[config.mk]
export PLATFORM = sky130hd
export DESIGN_NAME = packet_decoder
export DESIGN_NICKNAME = d
export VERILOG_FILES = /design/src/rtl/packet_decoder.sv
export SDC_FILE = /design/constraint.sdc
export NUM_CORES = 1
export LEC_CHECK = 0
export CORE_MARGIN = 1
export CORE_UTILIZATION = 55
export CTS_BUF_LIST = sky130_fd_sc_hd__clkbuf_8
export DETAILED_ROUTE_END_ITERATION = 10
export HOLD_SLACK_MARGIN = 0.03
export PLACE_DENSITY = 0.87
export SETUP_SLACK_MARGIN = 0.4
export SLEW_MARGIN = 20
export SYNTH_ARGS = -nofsm -noshare
export SYNTH_HDL_FRONTEND = slang
export SYNTH_SLANG_ARGS = --single-unit
[constraint.sdc]
create_clock -name clk_i -period 3.97 [get_ports clk_i]
set_input_delay 0.397 -clock clk_i [delete_from_list [all_inputs] [get_ports clk_i]]
set_output_delay 0.397 -clock clk_i [all_outputs]
set_load 0.03 [all_outputs]
[src/rtl/packet_decoder.sv]
// Framed command-packet decoder for the UART RX byte stream: validates checksum,
// channel and mode, then commits staged payloads to the pattern-generator outputs.
module packet_decoder #(
    parameter int unsigned DATA_BIT    = 32,
    parameter int unsigned CHAN_NUM    = 8,
    parameter int unsigned TIMEOUT_CYC = 200000
) (
    input  logic                        clk_i,
    input  logic                        rst_ni,
    input  logic [7:0]                  data_i,
    input  logic                        rx_done_tick_i,
    output logic [DATA_BIT-1:0]         output_pattern_o,
    output logic [DATA_BIT-1:0]         freq_pattern_o,
    output logic [$clog2(CHAN_NUM)-1:0] sel_out_o,
    output logic [1:0]                  mode_o,
    output logic                        enable_o,
    output logic                        stop_o,
    output logic [7:0]                  slow_period_o,
    output logic [7:0]                  fast_period_o,
    output logic [7:0]                  repeat_o,
    output logic [7:0]                  cmd_o,
    output logic                        done_tick_o,
    output logic                        err_tick_o,
    output logic [2:0]                  err_code_o
);

    localparam int unsigned NB    = DATA_BIT / 8;
    localparam int unsigned SEL_W = $clog2(CHAN_NUM);
    localparam int unsigned TMO_W = $clog2(TIMEOUT_CYC + 1);
    localparam logic [TMO_W-1:0] TMO_LAST = TMO_W'(TIMEOUT_CYC - 1);

    localparam logic [7:0] CmdPeriod = 8'h10;
    localparam logic [7:0] CmdFreq   = 8'h11;
    localparam logic [7:0] CmdData   = 8'h12;
    localparam logic [7:0] CmdRepeat = 8'h13;
    localparam logic [7:0] CmdCtrl   = 8'h14;

    localparam logic [2:0] ErrCmd   = 3'd1;
    localparam logic [2:0] ErrSum   = 3'd2;
    localparam logic [2:0] ErrTmo   = 3'd3;
    localparam logic [2:0] ErrChan  = 3'd4;
    localparam logic [2:0] ErrMode  = 3'd5;

    typedef enum logic [1:0] {StIdle, StPayload, StChksum} state_e;

    // Payload byte count per command; zero marks an unknown command.
    function automatic logic [3:0] payload_len(input logic [7:0] c);
        case (c)
            CmdPeriod, CmdRepeat, CmdCtrl: payload_len = 4'd2;
            CmdFreq:                       payload_len = 4'(NB);
            CmdData:                       payload_len = 4'(NB + 1);
            default:                       payload_len = 4'd0;
        endcase
    endfunction

    state_e              state_q, state_d;
    logic [7:0]          cmd_q, cmd_d;
    logic [7:0]          sum_q, sum_d;
    logic [3:0]          cnt_q, cnt_d;
    logic [TMO_W-1:0]    tmo_q, tmo_d;
    logic [DATA_BIT-1:0] shadow_q, shadow_d;
    logic [7:0]          first_q, first_d;
    logic                first_pend_q, first_pend_d;

    logic [DATA_BIT-1:0] pat_q, pat_d;
    logic [DATA_BIT-1:0] freq_q, freq_d;
    logic [SEL_W-1:0]    sel_q, sel_d;
    logic [1:0]          mode_q, mode_d;
    logic                en_q, en_d;
    logic                stop_q, stop_d;
    logic [7:0]          slow_q, slow_d;
    logic [7:0]          fast_q, fast_d;
    logic [7:0]          rep_q, rep_d;
    logic [7:0]          cmd_out_q, cmd_out_d;
    logic                done_q, done_d;
    logic                err_q, err_d;
    logic [2:0]          code_q, code_d;

    logic [7:0] sum_all;
    logic [7:0] last_byte;
    logic       chan_cmd;
    logic       chan_bad;
    logic       mode_bad;

    always_comb begin
        state_d      = state_q;
        cmd_d        = cmd_q;
        sum_d        = sum_q;
        cnt_d        = cnt_q;
        tmo_d        = tmo_q;
        shadow_d     = shadow_q;
        first_d      = first_q;
        first_pend_d = first_pend_q;
        pat_d        = pat_q;
        freq_d       = freq_q;
        sel_d        = sel_q;
        mode_d       = mode_q;
        en_d         = en_q;
        stop_d       = stop_q;
        slow_d       = slow_q;
        fast_d       = fast_q;
        rep_d        = rep_q;
        cmd_out_d    = cmd_out_q;
        done_d       = 1'b0;
        err_d        = 1'b0;
        code_d       = code_q;

        sum_all   = sum_q + data_i;
        // All payload bytes shift in from the top, so the last one sits in the top byte.
        last_byte = shadow_q[DATA_BIT-1 -: 8];
        chan_cmd  = (cmd_q == CmdData) || (cmd_q == CmdRepeat) || (cmd_q == CmdCtrl);
        chan_bad  = chan_cmd && (32'(first_q) >= CHAN_NUM);
        mode_bad  = (cmd_q == CmdCtrl) && (last_byte[2:1] == 2'b11);

        case (state_q)
            StIdle: begin
                if (rx_done_tick_i) begin
                    if (payload_len(data_i) != 4'd0) begin
                        cmd_d        = data_i;
                        sum_d        = data_i;
                        cnt_d        = payload_len(data_i);
                        tmo_d        = '0;
                        first_pend_d = 1'b1;
                        state_d      = StPayload;
                    end else begin
                        err_d  = 1'b1;
                        code_d = ErrCmd;
                    end
                end
            end
            StPayload: begin
                if (rx_done_tick_i) begin
                    shadow_d = DATA_BIT'({data_i, shadow_q} >> 8);
                    sum_d    = sum_all;
                    cnt_d    = cnt_q - 4'd1;
                    tmo_d    = '0;
                    if (first_pend_q) begin
                        first_d      = data_i;
                        first_pend_d = 1'b0;
                    end
                    if (cnt_q == 4'd1) begin
                        state_d = StChksum;
                    end
                end
            end
            StChksum: begin
                if (rx_done_tick_i) begin
                    state_d = StIdle;
                    tmo_d   = '0;
                    if (sum_all != 8'h00) begin
                        err_d  = 1'b1;
                        code_d = ErrSum;
                    end else if (chan_bad) begin
                        err_d  = 1'b1;
                        code_d = ErrChan;
                    end else if (mode_bad) begin
                        err_d  = 1'b1;
                        code_d = ErrMode;
                    end else begin
                        done_d    = 1'b1;
                        cmd_out_d = cmd_q;
                        case (cmd_q)
                            CmdPeriod: begin
                                slow_d = first_q;
                                fast_d = last_byte;
                            end
                            CmdFreq: freq_d = shadow_q;
                            CmdData: begin
                                pat_d = shadow_q;
                                sel_d = first_q[SEL_W-1:0];
                            end
                            CmdRepeat: begin
                                rep_d = last_byte;
                                sel_d = first_q[SEL_W-1:0];
                            end
                            CmdCtrl: begin
                                en_d   = last_byte[0];
                                mode_d = last_byte[2:1];
                                stop_d = last_byte[3];
                                sel_d  = first_q[SEL_W-1:0];
                            end
                            default: ;
                        endcase
                    end
                end
            end
            default: state_d = StIdle;
        endcase

        // A tick in the expiry cycle is handled above and suppresses the timeout.
        if ((state_q == StPayload || state_q == StChksum) && !rx_done_tick_i) begin
            if (tmo_q == TMO_LAST) begin
                err_d    = 1'b1;
                code_d   = ErrTmo;
                state_d  = StIdle;
                tmo_d    = '0;
                shadow_d = '0;
            end else begin
                tmo_d = tmo_q + TMO_W'(1);
            end
        end
    end

    always_ff @(posedge clk_i or negedge rst_ni) begin
        if (!rst_ni) begin
            state_q      <= StIdle;
            cmd_q        <= '0;
            sum_q        <= '0;
            cnt_q        <= '0;
            tmo_q        <= '0;
            shadow_q     <= '0;
            first_q      <= '0;
            first_pend_q <= 1'b0;
            pat_q        <= '0;
            freq_q       <= '0;
            sel_q        <= '0;
            mode_q       <= '0;
            en_q         <= 1'b0;
            stop_q       <= 1'b0;
            slow_q       <= '0;
            fast_q       <= '0;
            rep_q        <= '0;
            cmd_out_q    <= '0;
            done_q       <= 1'b0;
            err_q        <= 1'b0;
            code_q       <= '0;
        end else begin
            state_q      <= state_d;
            cmd_q        <= cmd_d;
            sum_q        <= sum_d;
            cnt_q        <= cnt_d;
            tmo_q        <= tmo_d;
            shadow_q     <= shadow_d;
            first_q      <= first_d;
            first_pend_q <= first_pend_d;
            pat_q        <= pat_d;
            freq_q       <= freq_d;
            sel_q        <= sel_d;
            mode_q       <= mode_d;
            en_q         <= en_d;
            stop_q       <= stop_d;
            slow_q       <= slow_d;
            fast_q       <= fast_d;
            rep_q        <= rep_d;
            cmd_out_q    <= cmd_out_d;
            done_q       <= done_d;
            err_q        <= err_d;
            code_q       <= code_d;
        end
    end

    assign output_pattern_o = pat_q;
    assign freq_pattern_o   = freq_q;
    assign sel_out_o        = sel_q;
    assign mode_o           = mode_q;
    assign enable_o         = en_q;
    assign stop_o           = stop_q;
    assign slow_period_o    = slow_q;
    assign fast_period_o    = fast_q;
    assign repeat_o         = rep_q;
    assign cmd_o            = cmd_out_q;
    assign done_tick_o      = done_q;
    assign err_tick_o       = err_q;
    assign err_code_o       = code_q;

endmodule

### After elaboration in Yosys (flattened, before gate mapping)

Index checks and enable logic that the tools add are counted.

* bits in read-only memories: 0
* bits in registers: 189
* memory bits (writable): 0
* output and inout port bits: 108
* logic and storage cells: 131
* bits of input ports: 11
* latch bits: 0
* memories: 0

* $add $sub $neg: 3
* bitwise operators: 3
* order comparisons: 1
* multiply operators: 0
* shifts and indexed selects: 0
* reductions and logical operators: 26
* multiplexer cells: 56
* equal/unequal tests: 21
* divide/modulo/power cells: 0

Operator list (number)
* two-way mux 32 bit: 4
* two-way mux 18 bit: 5
* == test 8 x 5 -> 1 bit, second input constant: 10
* case mux 18 bit (2 select lines): 1
* AND reduction 6 bit: 6
* two-way mux 3 bit: 8
* two-way mux 8 bit: 3
* two-way mux 4 bit: 5
* adder 18 x 1 -> 18 bit, second input constant: 1
* == test 18 bit, second input constant: 1
* two-way mux 1 bit: 16
* case mux 8 bit (2 select lines): 1
* two-way mux 2 bit: 7
* case mux 3 bit (3 select lines): 1
* adder 8 bit: 1
* greater-or-equal comparator 8 x 4 -> 1 bit, second input constant: 1
* case mux 4 bit (2 select lines): 1
* AND reduction 4 bit: 2
* nonzero test 8 bit: 1
* inequality test 2 bit, second input constant: 3
* inequality test 3 bit, second input constant: 2
* case mux 2 bit (3 select lines): 1
* case mux 3 bit (2 select lines): 1
* AND reduction 3 bit: 2
* 17 further kinds: 26

### Logic depth before layout (Yosys ltp)

Gate-level depths: netlist (run 1).

* word-level depth: 11
* mapped depth: 10
* gate-level depth less buffers: 9

### Worst setup path after synthesis (run 1)

Ideal clock, no wire load.

* path kind: input port to flip-flop
* start: input port data_i[0]
* end: register en_q (netlist: enable_o)
* buffers on the path: 0
* slack: 1.112 ns
* data required time: 3.845 ns
* library setup time: 0.125 ns
* stages on the path: 9
* data arrival time: 2.733 ns
* path through: ha_1 > inv_1 > fa_1 > nor2b_1 > o21a_1 > o311ai_1 > or3b_2 > nor4_4 > mux2_2

* longest elaborated chain between the ends: 4

Ends and longest elaborated chain
* start, declared: line 10 `input logic [7:0] data_i,`
* adder 8 bit: line 108 `sum_all = sum_q + data_i;`
* nonzero test 8 bit: line 150 `if (sum_all != 8'h00) begin`
* inverter 1 bit (no source line)
* AND reduction 6 bit (no source line)
* end signal, assigned: line 240 `en_q <= en_d;`
* end, declared: line 69 `logic en_q, en_d;`

No other way between the ends.
A chain may end at the register's enable or synchronous reset.

### Final worst setup path (run 1)

* start: input port data_i[1]
* end: register en_q (netlist: enable_o)

Same word-level chain as after synthesis.

==> results.md, run 1 <==
- FMAX: 301.0 MHz
- Cells after Synth: 718
- Critical Path Stages: 9
- Worst Reg-to-Reg Cells: 7
- IO Pins: 119
- Gpl congestion: 0.9101
- Most frequent cells after synthesis: dfrtp_1 (189), mux2_2 (110), nand2_1 (97)
- Register-to-register setup slack: 0.85 ns
- Xor/xnor share of the synthesized area: 1.040%
- Post-synthesis compound-gate area fraction: 8.799%
- CP top delay family: simple AND/OR/NAND/NOR gates
- Synth warn: 0
- Initial antenna violation count: 0
- Critical Path Sink: enable_o
- Required time of the critical path: 4.32 ns
- First-pass GRT wire length: 30.38 mm
- Clock Path Buffers: 2
- Bufs and invs on worst path: 2
- Clock skew: 0.01681 ns
- Critical R2R Launch: sum_q[4]
- Largest net degree at the start of global routing: 125
- Syn Nets: 744
- H-tree Lvls: 4
- Simple-gate share of the synthesized area: 13.38%
- Cell with the most instances after synthesis: dfrtp_1
- EDFF count, synth: 0
- Top cells by area, synth: dfrtp_1 (56%), mux2_2 (15%), nand2_1 (4.3%)
- Clk pwr share: 27.3%
- Sequential share of the synthesized area: 56.18%
- Final Hold Fails: 0
- Total Routing Usage GR: 24.73%
- Finished Layout Cells: 1032
- DP HPWL: 12.95 mm
- # hold bufs at CTS: 0
- Global route total overflow: 0
- Internal power: 0.003031 W
- Fin crit share: 83.67%
- Slew @ Worst Pin: 1.064 ns
- Synth top area share: 56.18%
- CTS root buf: clkbuf_8
- Launching element type of the critical path: input pin
- Synth Flop Type: dfrtp_1
- Clock edge transition at the registers on the reported setup and hold paths: 0.10 ns
- Row Count: 44
- Via-to-Cell Ratio: 5.794
- Pre-antenna DRT Iters: 5
- Fill count: 1072
- Pwr/cell area: 445.7 mW/mm^2
- Status: finished, final reports clean
- CTS tree: yes
- Mux cell area share after synthesis: 15.73%
- Full die area: 0.01580 sq mm
- Antenna cell count: 0
- Final WL: 18.66 mm
- WL/cell: 18.08 microns
- Drt drc: 0
- Post-CTS Setup Bufs: 0
- Core area: 0.01475 sq mm
- Chip Height: 125.7 microns
- Sink Count: 189
- Slew Viols, Final: 0
- Area grow syn2layout: 20.99%
- Fin area: 0.01018 sq mm
- Post-Syn Area: 0.008418 sq mm
- Total CTS buffers: 17
- RSZ-0062 raised after global routing: false
- Synth Area in Adders: 2.319%
- Number of global-route vias before repair: 5908
- Cts repair resizes: 0
- MaxCap Viol Count: 0
- Placed Area: 0.009791 sq mm
- I/O Buffers: 118
- Placed Cells: 1000
- Share of cells above drive strength 1: 20.52%
- Leading area contributor after synthesis: dfrtp_1
- Crit-path slowest cell: clkdlybuf4s50_1
- Nets: 861
- Worst-Skew Late Latency: 0.46 ns
- Comb pwr share: 18.8%
- Post-layout min period: 3.322 ns
- CP arrival: 3.67 ns
- Crit-path cells: clkdlybuf4s50_1 > inv_1 > fa_1 > nor2b_1 > o21a_1 > o311ai_1 > or3b_2 > nor4_4 > mux2_2
- Initial DRC Count: 475
- Syn Area/Cell: 11.72 sq um
- Slew margin rel.: 28.87%
- Worst setup EP type: flip-flop
- Critical path type: in2reg
- Maximum vdd drop: 0.3246 mV
- Count of cell types in the netlist: 59
- DP Worst Slack: 0.2334 ns
- Pleak: 4.763 nW
- Final WS setup: 0.6482 ns
- Part of the power in registers: 53.9%
- Setup violators final: 0
- CP Max Fanout: 7
- Psw: 0.001508 W
- Crit-path max cell delay: 0.63 ns
- Die W: 125.7 microns
- FF+latch count, synth: 189
- Initial Util: 57.06%
- Reg-to-reg endpoint: enable_o
- Crit path from: data_i[1]
- Worst hold path class: in2async
- FFs w/ async S/R, synth: 100.0%
- Switching share of power: 33.23%
- Largest family of logic cells by synthesized area: multiplexers
- Via count: 5979
- DRT antenna net count: 0
- Total negative slack: 0 ns
cell usage in the layout (no fill, tap or decap), types with 7 or more instances in the layout:
cell type,count
nor3_1,10
clkbuf_8,20
ha_1,14
nand3_1,12
o21ai_0,35
mux2_2,110
nor2_1,34
clkdlybuf4s50_1,117
nand2_1,97
inv_1,16
a21oi_1,49
buf_4,12
o31ai_1,7
nor2b_1,13
dfrtp_1,189
flip-flops by register name, summed over array words and instances (netlist names), 2 cells and up:
name,flops
freq_pattern_o,32
output_pattern_o,32
shadow_q,32
tmo_q,18
cmd_o,8
cmd_q,8
fast_period_o,8
first_q,8
repeat_o,8
slow_period_o,8
sum_q,8
cnt_q,4
err_code_o,3
sel_out_o,3
mode_o,2
state_q,2
final cells by class:
| cell class | instances | area (sq um) | share of cell area [%] |
|---|---|---|---|
| clock inverter | 13 | 132.6 | 1.302 |
| inverter | 16 | 60.06 | 0.5897 |
| timing repair buffer | 131 | 1295 | 12.71 |
| tap | 184 | 230.2 | 2.260 |
| multi-input combinational | 480 | 3476 | 34.13 |
| sequential | 189 | 4730 | 46.44 |
| clock buffer | 19 | 261.5 | 2.568 |
power by group through the flow:
stage	combinational (W)	sequential, W	clock [W]
after global routing	0.000948	0.00248	0.00134
after floorplan	0.000643	0.00235	0
after global placement	0.000809	0.00247	0
final	0.000855	0.00245	0.00124
after detailed placement	0.000840	0.00248	0
after CTS	0.000851	0.00245	0.00126
per-layer routing:
layer  global-route usage [%]  routed length [microns]
met2                    40.36                     9356
met1                    33.46                     8188
met4                    8.034                      285
met3                    4.885                      824
met5                        0                        0
worst min-delay path by stage:
stage | end | slack (ns) | cells past startpoint | start
after floorplan | cmd_o[0] | 0.10 | 0 | rst_ni
after global placement | freq_pattern_o[26] | 0.47 | 1 | freq_pattern_o[26]
after detailed placement | tmo_q[13] | 0.49 | 1 | tmo_q[13]
after CTS | cmd_o[5] | 0.11 | 1 | rst_ni
after global routing | cmd_o[4] | 0.15 | 1 | rst_ni
final | cmd_o[5] | 0.06 | 1 | rst_ni
through the flow:
stage | hold slack [ns] | utilization (%) | total power [W]
2_1_floorplan | 0.1014 | - | 0.002992
3_5_place_dp | 0.4903 | 66.36 | 0.003324
3_3_place_gp | 0.4739 | 66.36 | 0.003275
4_1_cts | 0.1061 | 69.03 | 0.004556
6_report | 0.06394 | 69.03 | 0.004539
5_1_grt | 0.1500 | 69.03 | 0.004769
cell families after synthesis:
| family | count (synthesis) |
|---|---|
| AOI/OAI and AO/OA | 123 |
| xor gates and xnor gates | 10 |
| adders and majority gates | 15 |
| muxes | 118 |
| buffers and inverters | 49 |
| DFF | 189 |
| and+or+nand+nor | 214 |
Power figures use the tool's default switching activity.
==> inputs of run 2 (changes only) <==
- clock period: 3.97 -> 3.3 ns (I/O delays scaled with it)
==> results.md, run 2 (synthesis gave the netlist of run 1 again) <==
- Part of the power in registers: 51.9% (-2.0 points)
- Nets: 893 (+3.7%)
- Number of global-route vias before repair: 6111 (+3.4%)
- Full die area: 0.01580 sq mm (unchanged)
- Critical path type: reg2reg
- Final Power: 0.005659 W (+25%)
- Final WL: 19.24 mm (+3.1%)
- Clock skew: 0.01380 ns (-0.003009 ns)
- Worst setup EP type: flip-flop
- Slew @ Worst Pin: 0.8874 ns (-0.1770 ns)
- Die W: 125.7 microns (unchanged)
- Min-Delay Endpoint: freq_pattern_o[20]
- DRT antenna net count: 0 (unchanged)
- Sink Count: 189 (unchanged)
- Switching share of power: 33.78% (+0.56 points)
- Total CTS buffers: 17 (unchanged)
- H-tree Lvls: 4 (unchanged)
- Post-layout min period: 2.790 ns
- Clk pwr share: 27.1% (-0.2 points)
- First-pass GRT wire length: 31.54 mm (+3.8%)
- Reg-to-reg endpoint: sel_out_o[1]
- Internal power: 0.003747 W (+24%)
- Psw: 0.001912 W (+27%)
- CTS tree: yes
- DP HPWL: 13.18 mm (+1.8%)
- CP Max Fanout: 3 (-4)
- DP Worst Slack: -0.1282 ns (-0.3616 ns)
- Initial DRC Count: 447 (-5.9%)
- Placed Cells: 1024 (+2.4%)
- Worst-Skew Late Latency: 0.47 ns (about the same)
- Leading cell type in the layout, fill and taps excluded: dfrtp_1
- Initial antenna violation count: 0 (unchanged)
- Global route total overflow: 0 (unchanged)
- Fill count: 989 (-7.7%)
- CP arrival: 3.15 ns (-0.52 ns)
- Largest net degree at the start of global routing: 114 (-8.8%)
- Final WS setup: 0.5104 ns (-0.1378 ns)
- Via count: 6142 (+2.7%)
- Pwr/cell area: 538.7 mW/mm^2 (+21%)
- Setup violators final: 0 (unchanged)
- Gpl congestion: 0.8996 (-1.2%)
- MaxCap Viol Count: 0 (unchanged)
- Worst Reg-to-Reg Cells: 10 (+3)
- Antenna cell count: 0 (unchanged)
- Slew margin rel.: 40.84% (+12 points)
- Slew Viols, Final: 0 (unchanged)
- Hold wc startpoint: freq_pattern_o[20]
- Chip Height: 125.7 microns (unchanged)
- Clock edge transition at the registers on the reported setup and hold paths: 0.10 ns (about the same)
- Worst hold path class: reg2reg
- Comb pwr share: 20.9% (+2.1 points)
- Maximum vdd drop: 0.3408 mV (+5.0%)
- Placed Area: 0.009996 sq mm (+2.1%)
- IO Pins: 119 (unchanged)
- CTS root buf: clkbuf_8
- RSZ-0062 raised after global routing: false
- Pleak: 4.954 nW (+4.0%)
- Final Hold Fails: 0 (unchanged)
- Total Routing Usage GR: 25.63% (+0.90 points)
- Core area: 0.01475 sq mm (unchanged)
- Fin crit share: 84.53%
- Launching element type of the critical path: flip-flop
- WL/cell: 18.08 microns (about the same)
- Critical R2R Launch: sum_q[0]
- Area grow syn2layout: 24.79%
- Finished Layout Cells: 1064 (+3.1%)
- Hold depth: 1
- Most frequent cells in the layout: dfrtp_1 (189), clkdlybuf4s50_1 (117), mux2_2 (110), nand2_1 (97), a21oi_1 (49)
- FMAX: 358.5 MHz
- Fin area: 0.01051 sq mm (+3.1%)
- Required time of the critical path: 3.66 ns (-0.66 ns)
- Status: finished, final reports clean
- Register-to-register setup slack: 0.51 ns (-0.34 ns)
- I/O Buffers: 118 (unchanged)
- Row Count: 44 (unchanged)
- Initial Util: 57.06% (unchanged)
- Drt drc: 0 (unchanged)
- Share of cells above drive strength 1: 23.98% (+3.5 points)
- Pre-antenna DRT Iters: 5 (unchanged)
- Clock Path Buffers: 2 (unchanged)
- Via-to-Cell Ratio: 5.773 (-0.36%)
run 2: worst max path at each step:
| stage | cells past startpoint | slack [ns] | start | to |
|---|---|---|---|---|
| finish | 10 | 0.51 | sum_q[0] | sel_out_o[1] |
| global placement | 10 | -0.06 | data_i[0] | mode_o[1] |
| floorplan | 9 | 0.51 | sum_q[0] | enable_o |
| detailed placement | 10 | -0.13 | data_i[0] | enable_o |
| CTS | 11 | 0.35 | sum_q[0] | repeat_o[3] |
| global route | 7 | 0.40 | cmd_q[1] | freq_pattern_o[18] |
run 2: layer usage:
metal  global-route usage [%]  vias up  wire length, microns
li1                         -     2830                     -
met1                    33.56     3061                  8137
met2                    42.06      209                  9614
met3                    5.480       42                  1070
met4                    9.756        0                   416
met5                        0        -                     0
run 2: timing repair:
item,4_1_cts,5_1_grt
endpoints found under the hold margin,72,0
hold buffers,1,0
gates cloned,0,1
endpoints found under the setup margin,39,104
resized for setup,1,7
pin swaps,1,5
setup buffers,2,4
run 2: power groups by stage:
stage	combinational [W]	sequential [W]	clock [W]
after detailed placement	0.00111	0.00298	0
after floorplan	0.000773	0.00283	0
after CTS	0.00112	0.00294	0.00156
after global routing	0.00131	0.00298	0.00167
final	0.00118	0.00294	0.00154
after global placement	0.00107	0.00297	0
run 2: stage by stage:
stage | hold slack, ns | setup TNS, ns | util (%)
6_report | 0.5098 | 0 | 71.20
2_1_floorplan | 0.03441 | 0 | -
3_3_place_gp | 0.4796 | -0.2960 | 67.75
4_1_cts | 0.5051 | 0 | 70.68
3_5_place_dp | 0.4898 | -3.802 | 67.75
5_1_grt | 0.5201 | 0 | 71.20
run 2: layout make-up:
class,instances,area [sq um],area share [%]
flip-flops and latches,189,4730,45.02
well taps,184,230.2,2.192
clock buffers,18,247.7,2.358
multi-input cells,481,3520,33.50
inverters,16,60.06,0.5717
clock inverters,14,142.6,1.358
repair buffers,162,1575,15.00
run 2: critical path: stages (launching register included):
cell and delay (ns):
dfrtp_1 0.36, ha_1 0.16, inv_1 0.06, fa_2 0.35
nor2b_2 0.16, o21a_1 0.14, o311ai_1 0.17, or3b_2 0.58
nor3_2 0.22, buf_4 0.16, mux2_2 0.32
==> inputs of run 3 (changes only) <==
- clock period: 3.3 -> 2.81 ns (I/O delays scaled with it)
==> results.md, run 3 (synthesis gave the netlist of run 1 again) <==
- Status: complete, but fails checks
- Failing checks: negative setup slack
- DRT antenna net count: 0 (unchanged)
- Finished Layout Cells: 1094 (+2.8%)
- Placed Cells: 1037 (+1.3%)
- H-tree Lvls: 4 (unchanged)
- Most frequent cells in the layout: dfrtp_1 (188), clkdlybuf4s50_1 (117), mux2_2 (103), nand2_1 (97), buf_4 (52)
- CTS tree: yes
- RSZ-0062 raised after global routing: true
- Leading cell type in the layout, fill and taps excluded: dfrtp_1
- MaxCap Viol Count: 0 (unchanged)
- Sink Count: 189 (unchanged)
- Via count: 6644 (+8.2%)
- Global route total overflow: 0 (unchanged)
- Total CTS buffers: 17 (unchanged)
- Largest net degree at the start of global routing: 68 (-40%)
- First-pass GRT wire length: 35.23 mm (+12%)
- I/O Buffers: 118 (unchanged)
- Nets: 923 (+3.4%)
- Row Count: 44 (unchanged)
- Slew margin rel.: 55.62% (+15 points)
- Via-to-Cell Ratio: 6.073 (+5.2%)
- Pwr/cell area: 642.5 mW/mm^2 (+19%)
- Placed Area: 0.01016 sq mm (+1.7%)
- Final WS setup: -0.06115 ns (-0.5716 ns)
- Gpl congestion: 0.8736 (-2.9%)
- Finished Core Util: 75.84% (+4.6 points)
- Core area: 0.01475 sq mm (unchanged)
- IO Pins: 119 (unchanged)
- Total Routing Usage GR: 28.72% (+3.1 points)
- Post-layout min period: 2.871 ns (+0.08156 ns)
- Fin area: 0.01119 sq mm (+6.5%)
- Required time of the critical path: 3.18 ns (-0.48 ns)
- Fin crit share: 102.2% (+18 points)
- CTS root buf: clkbuf_8
- Critical R2R Launch: sum_q[5]
- CP Max Fanout: 8 (+5)
- Clock Path Buffers: 2 (unchanged)
- Setup violators final: 31 (+31)
- WL/cell: 20.63 microns (+14%)
- Share of cells above drive strength 1: 29.67% (+5.7 points)
- Clock edge transition at the registers on the reported setup and hold paths: 0.10 ns (about the same)
- Worst Reg-to-Reg Cells: 11 (+1)
- FMAX: 348.3 MHz (-2.8%)
- CP arrival: 3.24 ns (+0.09 ns)
- Worst-Skew Late Latency: 0.48 ns (about the same)
- Drt drc: 0 (unchanged)
- Number of global-route vias before repair: 6602 (+8.0%)
- Register-to-register setup slack: -0.06 ns (-0.57 ns)
- Worst setup EP type: flip-flop
- Initial Util: 57.06% (unchanged)
- Area grow syn2layout: 32.92%
- Final Power: 0.007189 W (+27%)
- Clock skew: 0.01375 ns (-0.00005440 ns)
- Reg-to-reg endpoint: repeat_o[5]
- Antenna cell count: 0 (unchanged)
- Initial antenna violation count: 0 (unchanged)
- Pre-antenna DRT Iters: 8 (+3)
- Worst hold path class: in2async
- Launching element type of the critical path: flip-flop
- Initial DRC Count: 755 (+69%)
- Chip Height: 125.7 microns (unchanged)
- Maximum vdd drop: 0.4314 mV (+27%)
- DP HPWL: 13.52 mm (+2.5%)
- Final WL: 22.57 mm (+17%)
- Final Hold Fails: 0 (unchanged)
- Pleak: 5.250 nW (+6.0%)
- Die W: 125.7 microns (unchanged)
- Slew @ Worst Pin: 0.6608 ns (-0.2266 ns)
- Slew Viols, Final: 0 (unchanged)
- Full die area: 0.01580 sq mm (unchanged)
- Critical path type: reg2reg
==> run 3: cell count changes in the layout (fill, tap and decap cells not counted), moves of 4 or more <==
cell,change
o21ai_0,-4
mux2_2,-7
buf_6,+9
ha_1,-7
buf_4,+15
o21ai_1,+4
ha_4,+4
mux2_4,+9
==> run 3: worst max path at each step <==
| stage | cells after the start | start | slack [ns] | to |
|---|---|---|---|---|
| global placement | 10 | data_i[0] | -0.37 | sel_out_o[1] |
| finish | 11 | sum_q[5] | -0.06 | repeat_o[5] |
| CTS | 10 | sum_q[0] | 0.05 | sel_out_o[2] |
| detailed placement | 11 | data_i[0] | -0.49 | fast_period_o[5] |
| global route | 13 | sum_q[0] | -0.15 | repeat_o[5] |
| floorplan | 7 | sum_q[0] | 0.18 | enable_o |
==> run 3: final cells by class <==
type / count / area [sq um]
fillers: 854 / 3565
flip-flops and latches: 189 / 4731
inverters: 16 / 60.06
repair buffers: 192 / 1926
clock inverters: 15 / 191.4
well taps: 184 / 230.2
multi-input cells: 481 / 3817
clock buffers: 17 / 234.0
==> run 3: report_power, final <==
part	leakage (nW)	switching, W	internal (W)
sequential	2.59	0.000435	0.00304
clock	0.210	0.00108	0.000839
combinational	2.45	0.000977	0.000820
total	5.25	0.00249	0.00470
==> run 3: metal layers <==
metal,up-vias,track usage [%],routed length [microns]
li1,2896,-,-
met1,3333,37.41,9076
met2,334,47.55,11370
met3,81,5.650,1328
met4,0,11.41,791
met5,-,0,0
==> run 3: worst max-delay path: stages, from the launching register on <==
cell and delay, ns:
dfrtp_1 0.40, ha_1 0.35, nor2b_1 0.18, a221oi_2 0.34, o311ai_4 0.17, buf_6 0.16, nor3b_4 0.21, buf_4 0.15
buf_12 0.10, buf_8 0.12, nand4_4 0.19, mux2_4 0.38
==> run 3: through the flow <==
stage / setup slack (ns) / hold WS, ns / TNS [ns]
detailed placement: -0.4873 / 0.2779 / -36.99
global route: -0.1509 / 0.3671 / -8.736
global placement: -0.3723 / 0.2800 / -27.92
floorplan: 0.1760 / -0.01459 / 0
CTS: 0.04546 / 0.3327 / 0
finish: -0.06115 / 0.3328 / -0.6410
==> run 3: what timing repair did <==
action / in CTS / in global routing
hold endpoints to repair: 56 / 0
hold buffers: 1 / 0
setup endpoints to repair: 117 / 134
gates cloned: 3 / 2
pin swaps: 14 / 9
setup buffers: 12 / 7
gates resized for setup: 37 / 29
